$ cat config.mk
export PLATFORM = sky130hd
export DESIGN_NAME = multicycle_controller
export DESIGN_NICKNAME = d
export VERILOG_FILES = /design/src/rtl/mc_pkg.sv /design/src/rtl/mc_alu_decoder.sv /design/src/rtl/multicycle_controller.sv
export SDC_FILE = /design/constraint.sdc
export NUM_CORES = 1
export LEC_CHECK = 0
export BUFFER_PORTS_ARGS = -buffer_cell sky130_fd_sc_hd__clkbuf_2
export CORE_AREA = 2 2 88 90
export CTS_CLUSTER_DIAMETER = 80
export DETAILED_ROUTE_END_ITERATION = 10
export DIE_AREA = 0 0 90 92
export PLACE_DENSITY_LB_ADDON = 0.25
export SLEW_MARGIN = 20
export SYNTH_ARGS = -nofsm -noshare
export SYNTH_HDL_FRONTEND = slang
export SYNTH_SLANG_ARGS = --single-unit
$ cat constraint.sdc
create_clock -name clk -period 5.9 [get_ports clk]
set_clock_uncertainty 0.2 [all_clocks]
set_input_delay 1.18 -clock clk [delete_from_list [all_inputs] [get_ports clk]]
set_output_delay 1.18 -clock clk [all_outputs]
set_load 0.05 [all_outputs]
$ cat src/rtl/mc_pkg.sv
// Shared definitions for the multi-cycle MIPS control FSM: state encoding,
// opcode/funct constants, ALU control codes and datapath mux encodings.
package mc_pkg;

  typedef enum logic [3:0] {
    S_FETCH  = 4'd0,
    S_DECODE = 4'd1,
    S_MEMADR = 4'd2,
    S_MEMRD  = 4'd3,
    S_MEMWB  = 4'd4,
    S_MEMWR  = 4'd5,
    S_EXEC   = 4'd6,
    S_ALUWB  = 4'd7,
    S_BRANCH = 4'd8,
    S_ADDIEX = 4'd9,
    S_ADDIWB = 4'd10,
    S_JUMP   = 4'd11,
    S_ERROR  = 4'd12
  } state_t;

  // Selects how mc_alu_decoder derives alucontrol.
  typedef enum logic [1:0] {
    ALUOP_ADD   = 2'b00,
    ALUOP_SUB   = 2'b01,
    ALUOP_FUNCT = 2'b10
  } aluop_t;

  localparam logic [5:0] OP_RTYPE = 6'b000000;
  localparam logic [5:0] OP_LW    = 6'b100011;
  localparam logic [5:0] OP_SW    = 6'b101011;
  localparam logic [5:0] OP_BEQ   = 6'b000100;
  localparam logic [5:0] OP_BNE   = 6'b000101;
  localparam logic [5:0] OP_ADDI  = 6'b001000;
  localparam logic [5:0] OP_J     = 6'b000010;

  localparam logic [5:0] FN_ADD = 6'b100000;
  localparam logic [5:0] FN_SUB = 6'b100010;
  localparam logic [5:0] FN_AND = 6'b100100;
  localparam logic [5:0] FN_OR  = 6'b100101;
  localparam logic [5:0] FN_SLT = 6'b101010;

  localparam logic [2:0] ALU_AND = 3'b000;
  localparam logic [2:0] ALU_OR  = 3'b001;
  localparam logic [2:0] ALU_ADD = 3'b010;
  localparam logic [2:0] ALU_SUB = 3'b110;
  localparam logic [2:0] ALU_SLT = 3'b111;

  localparam logic [1:0] SRCB_RT      = 2'b00;
  localparam logic [1:0] SRCB_FOUR    = 2'b01;
  localparam logic [1:0] SRCB_IMM     = 2'b10;
  localparam logic [1:0] SRCB_IMM_SH2 = 2'b11;

  localparam logic [1:0] PCSRC_ALU    = 2'b00;
  localparam logic [1:0] PCSRC_ALUOUT = 2'b01;
  localparam logic [1:0] PCSRC_JUMP   = 2'b10;

endpackage

$ cat src/rtl/mc_alu_decoder.sv
// Combinational ALU control decoder. The FSM either forces ADD/SUB or lets
// the R-type funct field pick the operation; unknown funct is flagged.
module mc_alu_decoder
  import mc_pkg::*;
(
  input  aluop_t      aluop,
  input  logic [5:0]  funct,
  output logic [2:0]  alucontrol,
  output logic        illegal
);

  // Map ALU-op override or funct field to an ALU control code
  always_comb begin
    alucontrol = ALU_ADD;
    illegal    = 1'b0;
    case (aluop)
      ALUOP_ADD: alucontrol = ALU_ADD;
      ALUOP_SUB: alucontrol = ALU_SUB;
      ALUOP_FUNCT: begin
        case (funct)
          FN_ADD:  alucontrol = ALU_ADD;
          FN_SUB:  alucontrol = ALU_SUB;
          FN_AND:  alucontrol = ALU_AND;
          FN_OR:   alucontrol = ALU_OR;
          FN_SLT:  alucontrol = ALU_SLT;
          default: illegal    = 1'b1;
        endcase
      end
      default: alucontrol = ALU_ADD;
    endcase
  end

endmodule

$ cat src/rtl/multicycle_controller.sv
// Multi-cycle MIPS control FSM driving the shared datapath through a single
// memory port with a ready handshake and a bounded wait.
// Optional feature: define MC_BNE_EN to decode bne (op 000101) as a branch
// with an inverted zero test; otherwise 000101 is an illegal opcode.
// Control outputs are decoded from the state register so that mem_ready can
// qualify irwrite/pcen within the same cycle; reset gates them to zero
// immediately.
module multicycle_controller
  import mc_pkg::*;
#(
  parameter int MEM_WAIT_MAX = 15,
  parameter int CNT_W        = 32
) (
  input  logic             clk,
  input  logic             reset,
  input  logic [5:0]       op,
  input  logic [5:0]       funct,
  input  logic             zero,
  input  logic             mem_ready,
  output logic             memread,
  output logic             memwrite,
  output logic             iord,
  output logic             irwrite,
  output logic             pcen,
  output logic             regwrite,
  output logic             regdst,
  output logic             memtoreg,
  output logic             alusrca,
  output logic [1:0]       alusrcb,
  output logic [1:0]       pcsrc,
  output logic [2:0]       alucontrol,
  output logic             ill_instr,
  output logic             err,
  output logic [CNT_W-1:0] retired
);

  localparam int WAIT_W = (MEM_WAIT_MAX < 1) ? 1 : $clog2(MEM_WAIT_MAX + 1);
  localparam logic [WAIT_W-1:0] WAIT_LAST = WAIT_W'(MEM_WAIT_MAX);

  state_t            state;
  state_t            next_state;
  logic [WAIT_W-1:0] wait_cnt;
  logic [CNT_W-1:0]  retired_q;
  logic              err_q;
  logic              retire;
  logic              timeout;
  logic              ill_dec;
  logic              mem_state;
  logic              pcwrite;
  logic              branch;
  logic              bne_flag;
  aluop_t            aluop;
  logic [2:0]        dec_alu;
  logic              dec_illegal;

  mc_alu_decoder u_alu_dec (
    .aluop      (aluop),
    .funct      (funct),
    .alucontrol (dec_alu),
    .illegal    (dec_illegal)
  );

  assign mem_state = (state == S_FETCH) || (state == S_MEMRD) || (state == S_MEMWR);

  // Choose the ALU operation source for the current state
  always_comb begin
    aluop = ALUOP_ADD;
    case (state)
      S_BRANCH: aluop = ALUOP_SUB;
      S_EXEC:   aluop = ALUOP_FUNCT;
      default:  aluop = ALUOP_ADD;
    endcase
  end

  // Next-state logic, including memory timeout and retirement detection
  always_comb begin
    next_state = state;
    retire     = 1'b0;
    timeout    = 1'b0;
    ill_dec    = 1'b0;
    case (state)
      S_FETCH: begin
        if (mem_ready) begin
          next_state = S_DECODE;
        end else if (wait_cnt == WAIT_LAST) begin
          next_state = S_ERROR;
          timeout    = 1'b1;
        end
      end
      S_DECODE: begin
        case (op)
          OP_LW, OP_SW: next_state = S_MEMADR;
          OP_RTYPE:     next_state = S_EXEC;
          OP_BEQ:       next_state = S_BRANCH;
`ifdef MC_BNE_EN
          OP_BNE:       next_state = S_BRANCH;
`endif
          OP_ADDI:      next_state = S_ADDIEX;
          OP_J:         next_state = S_JUMP;
          default: begin
            next_state = S_FETCH;
            ill_dec    = 1'b1;
          end
        endcase
      end
      S_MEMADR: next_state = (op == OP_SW) ? S_MEMWR : S_MEMRD;
      S_MEMRD: begin
        if (mem_ready) begin
          next_state = S_MEMWB;
        end else if (wait_cnt == WAIT_LAST) begin
          next_state = S_ERROR;
          timeout    = 1'b1;
        end
      end
      S_MEMWR: begin
        if (mem_ready) begin
          next_state = S_FETCH;
          retire     = 1'b1;
        end else if (wait_cnt == WAIT_LAST) begin
          next_state = S_ERROR;
          timeout    = 1'b1;
        end
      end
      S_EXEC:   next_state = dec_illegal ? S_FETCH : S_ALUWB;
      S_ADDIEX: next_state = S_ADDIWB;
      S_MEMWB, S_ALUWB, S_BRANCH, S_ADDIWB, S_JUMP: begin
        next_state = S_FETCH;
        retire     = 1'b1;
      end
      S_ERROR:  next_state = S_ERROR;
      default:  next_state = S_ERROR;
    endcase
  end

  // FSM state, memory wait counter, retired counter and sticky error flag
  always_ff @(posedge clk or posedge reset) begin
    if (reset) begin
      state     <= S_FETCH;
      wait_cnt  <= '0;
      retired_q <= '0;
      err_q     <= 1'b0;
    end else begin
      state <= next_state;
      if (mem_state && !mem_ready && !timeout) begin
        wait_cnt <= wait_cnt + WAIT_W'(1);
      end else begin
        wait_cnt <= '0;
      end
      if (retire) begin
        retired_q <= retired_q + CNT_W'(1);
      end
      if (timeout) begin
        err_q <= 1'b1;
      end
    end
  end

`ifdef MC_BNE_EN
  logic bne_q;

  // Remember whether the decoded branch is bne so BRANCH inverts the zero test
  always_ff @(posedge clk or posedge reset) begin
    if (reset) begin
      bne_q <= 1'b0;
    end else if (state == S_DECODE) begin
      bne_q <= (op == OP_BNE);
    end
  end

  assign bne_flag = bne_q;
`else
  assign bne_flag = 1'b0;
`endif

  // Moore decode of datapath controls; reset forces every control low at once
  always_comb begin
    memread    = 1'b0;
    memwrite   = 1'b0;
    iord       = 1'b0;
    irwrite    = 1'b0;
    regwrite   = 1'b0;
    regdst     = 1'b0;
    memtoreg   = 1'b0;
    alusrca    = 1'b0;
    alusrcb    = SRCB_RT;
    pcsrc      = PCSRC_ALU;
    alucontrol = ALU_AND;
    pcwrite    = 1'b0;
    branch     = 1'b0;
    case (state)
      S_FETCH: begin
        memread    = 1'b1;
        alusrcb    = SRCB_FOUR;
        alucontrol = dec_alu;
        irwrite    = mem_ready;
        pcwrite    = mem_ready;
      end
      S_DECODE: begin
        alusrcb    = SRCB_IMM_SH2;
        alucontrol = dec_alu;
      end
      S_MEMADR: begin
        alusrca    = 1'b1;
        alusrcb    = SRCB_IMM;
        alucontrol = dec_alu;
      end
      S_MEMRD: begin
        memread = 1'b1;
        iord    = 1'b1;
      end
      S_MEMWB: begin
        regwrite = 1'b1;
        memtoreg = 1'b1;
      end
      S_MEMWR: begin
        memwrite = 1'b1;
        iord     = 1'b1;
      end
      S_EXEC: begin
        alusrca    = 1'b1;
        alucontrol = dec_alu;
      end
      S_ALUWB: begin
        regwrite = 1'b1;
        regdst   = 1'b1;
      end
      S_BRANCH: begin
        alusrca    = 1'b1;
        pcsrc      = PCSRC_ALUOUT;
        alucontrol = dec_alu;
        branch     = 1'b1;
      end
      S_ADDIEX: begin
        alusrca    = 1'b1;
        alusrcb    = SRCB_IMM;
        alucontrol = dec_alu;
      end
      S_ADDIWB: regwrite = 1'b1;
      S_JUMP: begin
        pcsrc   = PCSRC_JUMP;
        pcwrite = 1'b1;
      end
      default: ;
    endcase
    pcen      = pcwrite | (branch & (zero ^ bne_flag));
    ill_instr = ill_dec | ((state == S_EXEC) & dec_illegal);
    if (reset) begin
      memread    = 1'b0;
      memwrite   = 1'b0;
      iord       = 1'b0;
      irwrite    = 1'b0;
      pcen       = 1'b0;
      regwrite   = 1'b0;
      regdst     = 1'b0;
      memtoreg   = 1'b0;
      alusrca    = 1'b0;
      alusrcb    = 2'b00;
      pcsrc      = 2'b00;
      alucontrol = 3'b000;
      ill_instr  = 1'b0;
    end
  end

  assign err     = err_q;
  assign retired = retired_q;

endmodule

After elaboration in Yosys (flattened, before gate mapping)

Cells that the tools add are included.

Add/sub/neg operators: 2
Equality and inequality tests: 24
Muxes and demuxes: 47
Bitwise logic cells: 4
Reduce and logical (&&, ||, !) cells: 19

Operator list:

| operator              | number |
|---|---|
| $eq 6x6->1 const B    | 7 |
| $add 32x1->32 const B | 1 |
| $pmux 4 s8            | 1 |
| $mux 1                | 27 |
| $eq 4x4->1 const B    | 5 |
| $mux 4                | 5 |
| $pmux 4 s5            | 1 |
| $eq 4x3->1 const B    | 4 |
| $mux 3                | 4 |
| $pmux 3 s4            | 1 |
| $reduce_or 6->1       | 2 |
| $reduce_or 5->1       | 2 |
| $eq 4x2->1 const B    | 2 |
| $pmux 2 s2            | 2 |
| $reduce_or 2->1       | 4 |
| $eq 6x2->1 const B    | 1 |
| $eq 6x3->1 const B    | 1 |
| $eq 6x4->1 const B    | 1 |
| $logic_not 6->1       | 1 |
| $pmux 2 s3            | 1 |
| $pmux 3 s2            | 1 |
| $reduce_or 3->1       | 2 |
| $add 4x1->4 const B   | 1 |
| $eq 4x1->1 const B    | 1 |
| other kinds (11)      | 18 |

Bits in registers: 41
Input bits: 16
Output and inout bits: 50
Logic and storage cells: 100

Longest topological paths before layout

Gate-level depths: netlist (run 1).

Depth in word-level cells: 7
Depth in mapped cells: 8

Cells and area by module

Synthesis (run 1) repeated with hierarchy kept, for this count alone.

Cells, all modules: 276
Area, all modules: 2512.4 sq um

Modules (own cells, without submodules):

| module                | times used | cells an instance | area each (sq um) | seq. area each (sq um) |
|---|---|---|---|---|
| multicycle_controller | 1          | 256               | 2363.5            | 1026.0 |
| mc_alu_decoder        | 1          | 20                | 148.9             | 0.0 |

Worst setup path before layout (run 1)

No wires, ideal clock.

Kind: in2out
Start point: input port reset
End point: output port alucontrol[0]
Arrival: 3386 ps
Data required time: 4520 ps
Path slack: 1134 ps
Cell stages on the path: 3
Buffers on the path: 0
Cells stage by stage: inv_1 -> nand3b_1 -> nor3_1

Cells in the longest elaborated chain, start to end: 1

Ends and longest elaborated chain:

| item        | line                         | RTL |
|---|---|---|
| from (decl) | multicycle_controller.sv:15  | `input logic reset,` |
| $mux 3      | multicycle_controller.sv:247 | `if (reset) begin` |
| to (decl)   | multicycle_controller.sv:31  | `output logic [2:0] alucontrol,` |

No other way between the ends.

Final worst setup path (run 1)

Start point: input port reset
End point: output port iord

Cells in the longest elaborated chain, start to end: 1

Ends and longest elaborated chain:

| item      | line                         | RTL |
|---|---|---|
| $mux 1    | multicycle_controller.sv:247 |  |
| to (decl) | multicycle_controller.sv:22  | `output logic iord,` |

No other way between the ends.

==> results of run 1 <==
-- cell type report --
class                      count  share of cell area (%)
clock buffer                   6                    2.76
timing repair buffer          66                    11.1
sequential                    41                    34.3
tap                          102                    4.27
clock inverter                 2                    1.25
inverter                      13                    1.63
multi-input combinational    203                    44.7
-- cell usage after synthesis, types with 2 or more instances --
cell and count:
xor2_1 20, nor4_1 10, nor3_1 18, nand4_1 10, nand2_1 20, inv_1 13, ha_1 5, xnor2_1 16
buf_2 3, a21o_1 2, o21ai_0 7, a21oi_1 5, o41ai_1 2, nand3b_1 2, nand2b_1 4, a31oi_1 2
mux2_2 2, dfrtp_1 41, nor3_2 2, or2_2 3, nor2_1 21, and3_1 6, clkbuf_1 6, nand3_1 19
buf_6 2, nor2b_1 3
-- how the worst max path moves through the flow --
stage                            start            end  slack (ps)  cells past startpoint
floorplan                        reset  alucontrol[0]        1130                      3
global route        state[3]$_DFF_PP0_  alucontrol[0]        1800                      7
detailed placement               reset           iord        1960                      5
finish                           reset           iord        2010                      5
CTS                              reset           iord        1960                      5
global placement                 reset           iord        1940                      5
-- kinds of logic after synthesis --
kind of cell / share of synthesized area [%]
multiplexers: 0.911
buffers and inverters: 4.40
XOR/XNOR: 12.8
adder cells (fa/ha/maj): 2.53
AND/OR/NAND/NOR: 28.1
AO/OA/AOI/OAI: 9.82
flip-flops: 41.5
-- stage by stage --
step / hold slack, ps / power, mW / cell area (um^2)
floorplan: 230 / 0.640 / 2470
global placement: 252 / 0.718 / 2870
detailed placement: 258 / 0.720 / 2870
CTS: 280 / 0.956 / 2990
global route: 301 / 1.00 / 2990
finish: 272 / 0.946 / 2990
-- per-layer routing --
layer	vias to the layer above	part of all wire, %	global-route usage, %
met2	75	45	24.2
met1	1014	49	18.8
li1	1082	-	-
met3	4	5.8	3.20
met4	0	0.80	3.46
met5	-	0	0
-- worst max-delay path, cell delays in order --
cell,delay (ps)
clkbuf_2,200
inv_1,120
buf_4,460
and4_1,270
clkbuf_2,270
-- power groups by stage --
stage          Combinational, mW  Clock, mW  Sequential, mW
5_1_grt                    0.379      0.254           0.371
3_3_place_gp               0.349          0           0.369
4_1_cts                    0.352      0.241           0.364
2_1_floorplan              0.251          0           0.389
3_5_place_dp               0.350          0           0.370
6_report                   0.349      0.232           0.365
-- state kept, by name (all words and copies together), names as in the netlist --
signal and flops:
retired 32, state 4, wait_cnt 4, err 1
==> summary.txt, run 1 <==
Global routing
  • Largest net degree at the start of global routing: 43
  • Total grt overflow: 0
  • Total GRT Usage: 14.3%
  • Number of global-route vias before repair: 2,141
  • First-pass GRT wire length: 9920 um
  • Antenna violations before repair: 0

CTS
  • TritonCTS Buffers: 5
  • Clock transition at path regs: 70 ps
  • Post-CTS Setup Inserts: 0
  • Sink Count: 41
  • H-tree depth: 2
  • CTS tree: built
  • Post-CTS Resized: 0
  • # hold bufs at CTS: 0
  • Root buf cell: clkbuf_8
  • Worst skew pair latency: 290 ps
  • Max Root-Sink Buffers: 2

Layout
  • Layout cell share with drive strength beyond 1: 26.6%
  • ANT cells: 0
  • Fin util: 40.2%
  • Register Area: 1030 um^2
  • Fillers: 797
  • NumNets Final: 351
  • Footprint of the multi-input gates: 1340 um^2
  • Commonest non-fill, non-tap cell in the layout: clkbuf_2
  • Non-filler cells, final: 433
  • Layout overhead on the synthesized area: 21.1%
  • Most frequent cells in the layout: clkbuf_2, dfrtp_1, nor2_1

Synthesis
  • Count of unique library cells instantiated by Yosys: 50
  • Top post-synthesis cells by area: dfrtp_1, xor2_1, xnor2_1
  • Sequential element share of the synthesized area: 41.5%
  • Post-synth top area share: 41.5%
  • Ys flop type: dfrtp_1
  • Post-synth EDFFs: 0
  • Yosys top cell by area: dfrtp_1
  • Syn avg cell area: 9.22 um^2
  • Synth Register Bits: 41
  • Post-Syn Instances: 268
  • Net count after synthesis: 289
  • Asr flop ratio synth: 100%
  • YS warnings: 0
  • Post-Syn Area: 2470 um^2

Critical path
  • Worst r2r src: state[0]$_DFF_PP0_
  • Worst Path Arrival: 2510 ps
  • Crit path launch type: input port
  • CP required: 4520 ps
  • Reg-to-reg endpoint: retired[19]$_DFFE_PP0P_
  • Flop2flop setup slack: 3100 ps
  • Worst setup EP type: output port
  • FF-to-FF path depth: 5
  • CP Max Fanout: 42
  • Setup CP Type: input port to output port

Power
  • Power density cells: 316 nW/um^2
  • Gate power share: 36.9%
  • Sequential share of power: 38.6%
  • Switching share of power: 42.1%
  • Sw Pwr: 0.398 mW
  • Pleak: 1.45 nW
  • Clk network pwr share: 24.5%
  • Internal power: 0.548 mW
  • Max VDD drop: 0.142 mV

Placement
  • IO Port Bufs: 65
  • Placed cells: 425
  • Pre-CTS setup slack: 1960 ps
  • Dpl hpwl: 4230 um
  • Routability cong.: 0.763

Hold path
  • Hold path depth: 1
  • Hold EP: wait_cnt[0]$_DFF_PP0_
  • Launch point of the worst hold path: wait_cnt[0]$_DFF_PP0_
  • Worst hold path class: flip-flop to flip-flop

Status
  • Status: complete, no violations

Floorplanning
  • Core Rows: 32
  • Initial core utilization: 33.2%
  • Core box area: 7450 um^2
  • Area of the die: 8280 um^2
  • Die H: 92 um
  • Die X: 90 um
  • I/O Pins: 66

Drt
  • DRT Wirelength: 5740 um
  • Vias post-DR: 2,175
  • Post-route ant nets: 0
  • 1st-iter DRT viols: 63
  • Drt first pass iters: 4
  • DRC errors left: 0
  • Vias per Instance: 5.02
  • DR WL/cell: 13.3 um

STA
  • Final worst slack: 2010 ps
  • Slew of the pin with the lowest slew margin: 750 ps
  • Crit share post-route: 65.9%
  • Final Slew Violations: 0
  • # setup viols final: 0
  • Sum Neg Setup Slack: 0 ps
  • Final hold vios: 0
  • Period minus WS final: 3890 ps
  • RSZ-0062 raised after global routing: false
  • Worst rel slew slack: 49.9%
  • Peak Freq: 257 MHz

Job
  • Max cap viols: 0
Power figures use the tool's default switching activity.
==> run 2, diff against run 1 <==
==> constraint.sdc (replaced) <==
create_clock -name clk -period 3.6 [get_ports clk]
set_clock_uncertainty 0.2 [all_clocks]
set_input_delay 0.72 -clock clk [delete_from_list [all_inputs] [get_ports clk]]
set_output_delay 0.72 -clock clk [all_outputs]
set_load 0.05 [all_outputs]
==> run 2 against run 1 <==
Net effect:
- first-iteration DRC count increased by 24%
- power up 58%
- die area stayed put
- sequential share of layout area is essentially flat
- register-to-register slack lost 1800 ps
- design area about the same
- non-clock buffer count is 4 higher
- flip-flop and latch count unchanged
- critical path depth is 2 higher
- via count shrank 1.3%
- largest cell class unchanged
- highest routed layer unchanged
==> summary.txt, run 2 (synthesis results as in run 1) <==
Status
  • Status: complete, no violations

Floorplanning
  • Core box area: 7450 um^2 (unchanged)
  • Die X: 90 um (unchanged)
  • I/O Pins: 66 (unchanged)
  • Die H: 92 um (unchanged)
  • Initial core utilization: 33.2% (unchanged)
  • Area of the die: 8280 um^2 (unchanged)
  • Core Rows: 32 (unchanged)

Power
  • Sequential share of power: 39.3% (+0.7 points)
  • Internal power: 0.837 mW (+53%)
  • Gate power share: 40.4% (+3.5 points)
  • Switching share of power: 43.9% (+1.8 points)
  • Pleak: 1.46 nW (+0.43%)
  • Power density cells: 499 nW/um^2 (+58%)
  • Clk network pwr share: 20.3% (-4.2 points)
  • Sw Pwr: 0.655 mW (+64%)
  • Max VDD drop: 0.237 mV (+66%)

CTS
  • # hold bufs at CTS: 0 (unchanged)
  • Post-CTS Resized: 0 (unchanged)
  • Post-CTS Setup Inserts: 0 (unchanged)
  • Sink Count: 41 (unchanged)
  • TritonCTS Buffers: 5 (unchanged)
  • Max Root-Sink Buffers: 2 (unchanged)
  • CTS tree: built
  • Clock transition at path regs: 80 ps (about the same)
  • H-tree depth: 2 (unchanged)
  • Worst skew pair latency: 290 ps (about the same)
  • Root buf cell: clkbuf_8

Global routing
  • Total GRT Usage: 14.5% (+0.13 points)
  • Number of global-route vias before repair: 2,048 (-4.3%)
  • Antenna violations before repair: 0 (unchanged)
  • First-pass GRT wire length: 9940 um (+0.21%)
  • Total grt overflow: 0 (unchanged)
  • Largest net degree at the start of global routing: 25 (-42%)

Critical path
  • Worst setup EP type: output port
  • Setup CP Type: flip-flop to output port
  • Worst Path Arrival: 2430 ps (-80 ps)
  • Crit path launch type: flip-flop
  • CP Max Fanout: 14 (-67%)
  • CP required: 2680 ps (-1840 ps)

Layout
  • Layout overhead on the synthesized area: 21.1% (about the same)
  • Most frequent cells in the layout: clkbuf_2, dfrtp_1, nor2_1
  • ANT cells: 0 (unchanged)
  • Commonest non-fill, non-tap cell in the layout: clkbuf_2
  • Layout cell share with drive strength beyond 1: 27.2% (+0.66 points)
  • NumNets Final: 355 (+1.1%)
  • Max FFs per register: 32 (unchanged)
  • Fin util: 40.2% (about the same)
  • Final instance area: 2990 um^2 (about the same)

Placement
  • Post-DP Area: 2910 um^2 (+1.2%)
  • IO Port Bufs: 65 (unchanged)
  • Dpl hpwl: 4390 um (+3.7%)
  • Pre-CTS setup slack: 582 ps (-1380 ps)
  • Routability cong.: 0.824 (+8.0%)

STA
  • # setup viols final: 0 (unchanged)
  • Period minus WS final: 3350 ps
  • Final worst slack: 254 ps (-1750 ps)
  • Slew of the pin with the lowest slew margin: 641 ps (-109 ps)
  • Crit share post-route: 92.9%
  • Final hold vios: 0 (unchanged)
  • Sum Neg Setup Slack: 0 ps (unchanged)
  • Worst rel slew slack: 56.9% (+7.0 points)
  • Final Slew Violations: 0 (unchanged)
  • Peak Freq: 299 MHz
  • RSZ-0062 raised after global routing: false

Hold path
  • Worst hold path class: flip-flop to flip-flop

Drt
  • DRC errors left: 0 (unchanged)
  • DRT Wirelength: 5750 um (+0.16%)
  • 1st-iter DRT viols: 78 (+24%)
  • Vias post-DR: 2,147 (-1.3%)
  • Drt first pass iters: 4 (unchanged)
  • DR WL/cell: 13.2 um (-0.53%)
  • Post-route ant nets: 0 (unchanged)
  • Vias per Instance: 4.92 (-2.0%)

Job
  • Max cap viols: 0 (unchanged)
==> run 2: cell types whose count changed in the layout (fill, tap and decap cells not counted) <==
cell        delta
buf_4          +4
bufinv_16      -1
clkbuf_1       +1
clkinvlp_4     -1
nor3_1         -1
nor3_2         +1
==> run 2: stage by stage <==
step | hold slack (ps) | cells | power [mW]
after CTS | 262 | 436 | 1.51
after global placement | 249 | 429 | 1.20
after global routing | 295 | 436 | 1.59
after floorplan | 230 | 268 | 1.05
after detailed placement | 251 | 429 | 1.20
final | 259 | 436 | 1.49
==> run 2: final cells by class <==
type	count	area, um^2
clock buffers	7	86.3
fillers	781	4450
inverters	13	48.8
multi-input cells	203	1340
flip-flops and latches	41	1030
well taps	102	128
repair buffers	70	363
==> run 2: power by group through the flow <==
stage	Sequential, mW	Combinational, mW	Clock [mW]
3_5_place_dp	0.596	0.605	0
3_3_place_gp	0.592	0.605	0
2_1_floorplan	0.638	0.411	0
6_report	0.587	0.603	0.303
4_1_cts	0.587	0.606	0.315
5_1_grt	0.598	0.656	0.334
==> run 2: layer usage <==
metal	GRT usage, %	part of all wire, %	vias up
met5	0	0	-
li1	-	-	1079
met4	3.46	0.90	0
met2	22.4	44	67
met3	3.37	5.7	6
met1	20.6	49	995
==> run 2: worst paths after layout <==
check	from	endpoint	slack (ps)	depth (start not counted)
worst min-delay path	wait_cnt[0]$_DFF_PP0_	wait_cnt[0]$_DFF_PP0_	260	1
worst max-delay path	state[1]$_DFF_PP0_	ill_instr	250	7
worst min register to register	wait_cnt[0]$_DFF_PP0_	wait_cnt[0]$_DFF_PP0_	260	1
max in group asynchronous	reset	retired[15]$_DFFE_PP0P_	2420	3
min in group asynchronous	reset	state[1]$_DFF_PP0_	520	3
worst max register to register	state[1]$_DFF_PP0_	retired[25]$_DFFE_PP0P_	1320	6
==> run 2: worst max-delay path: stages, from the launching register on <==
cell	delay, ps
dfrtp_1	610
and2b_2	290
nand3_1	170
inv_1	120
ha_1	210
o21ai_0	130
o32ai_1	290
clkbuf_2	340
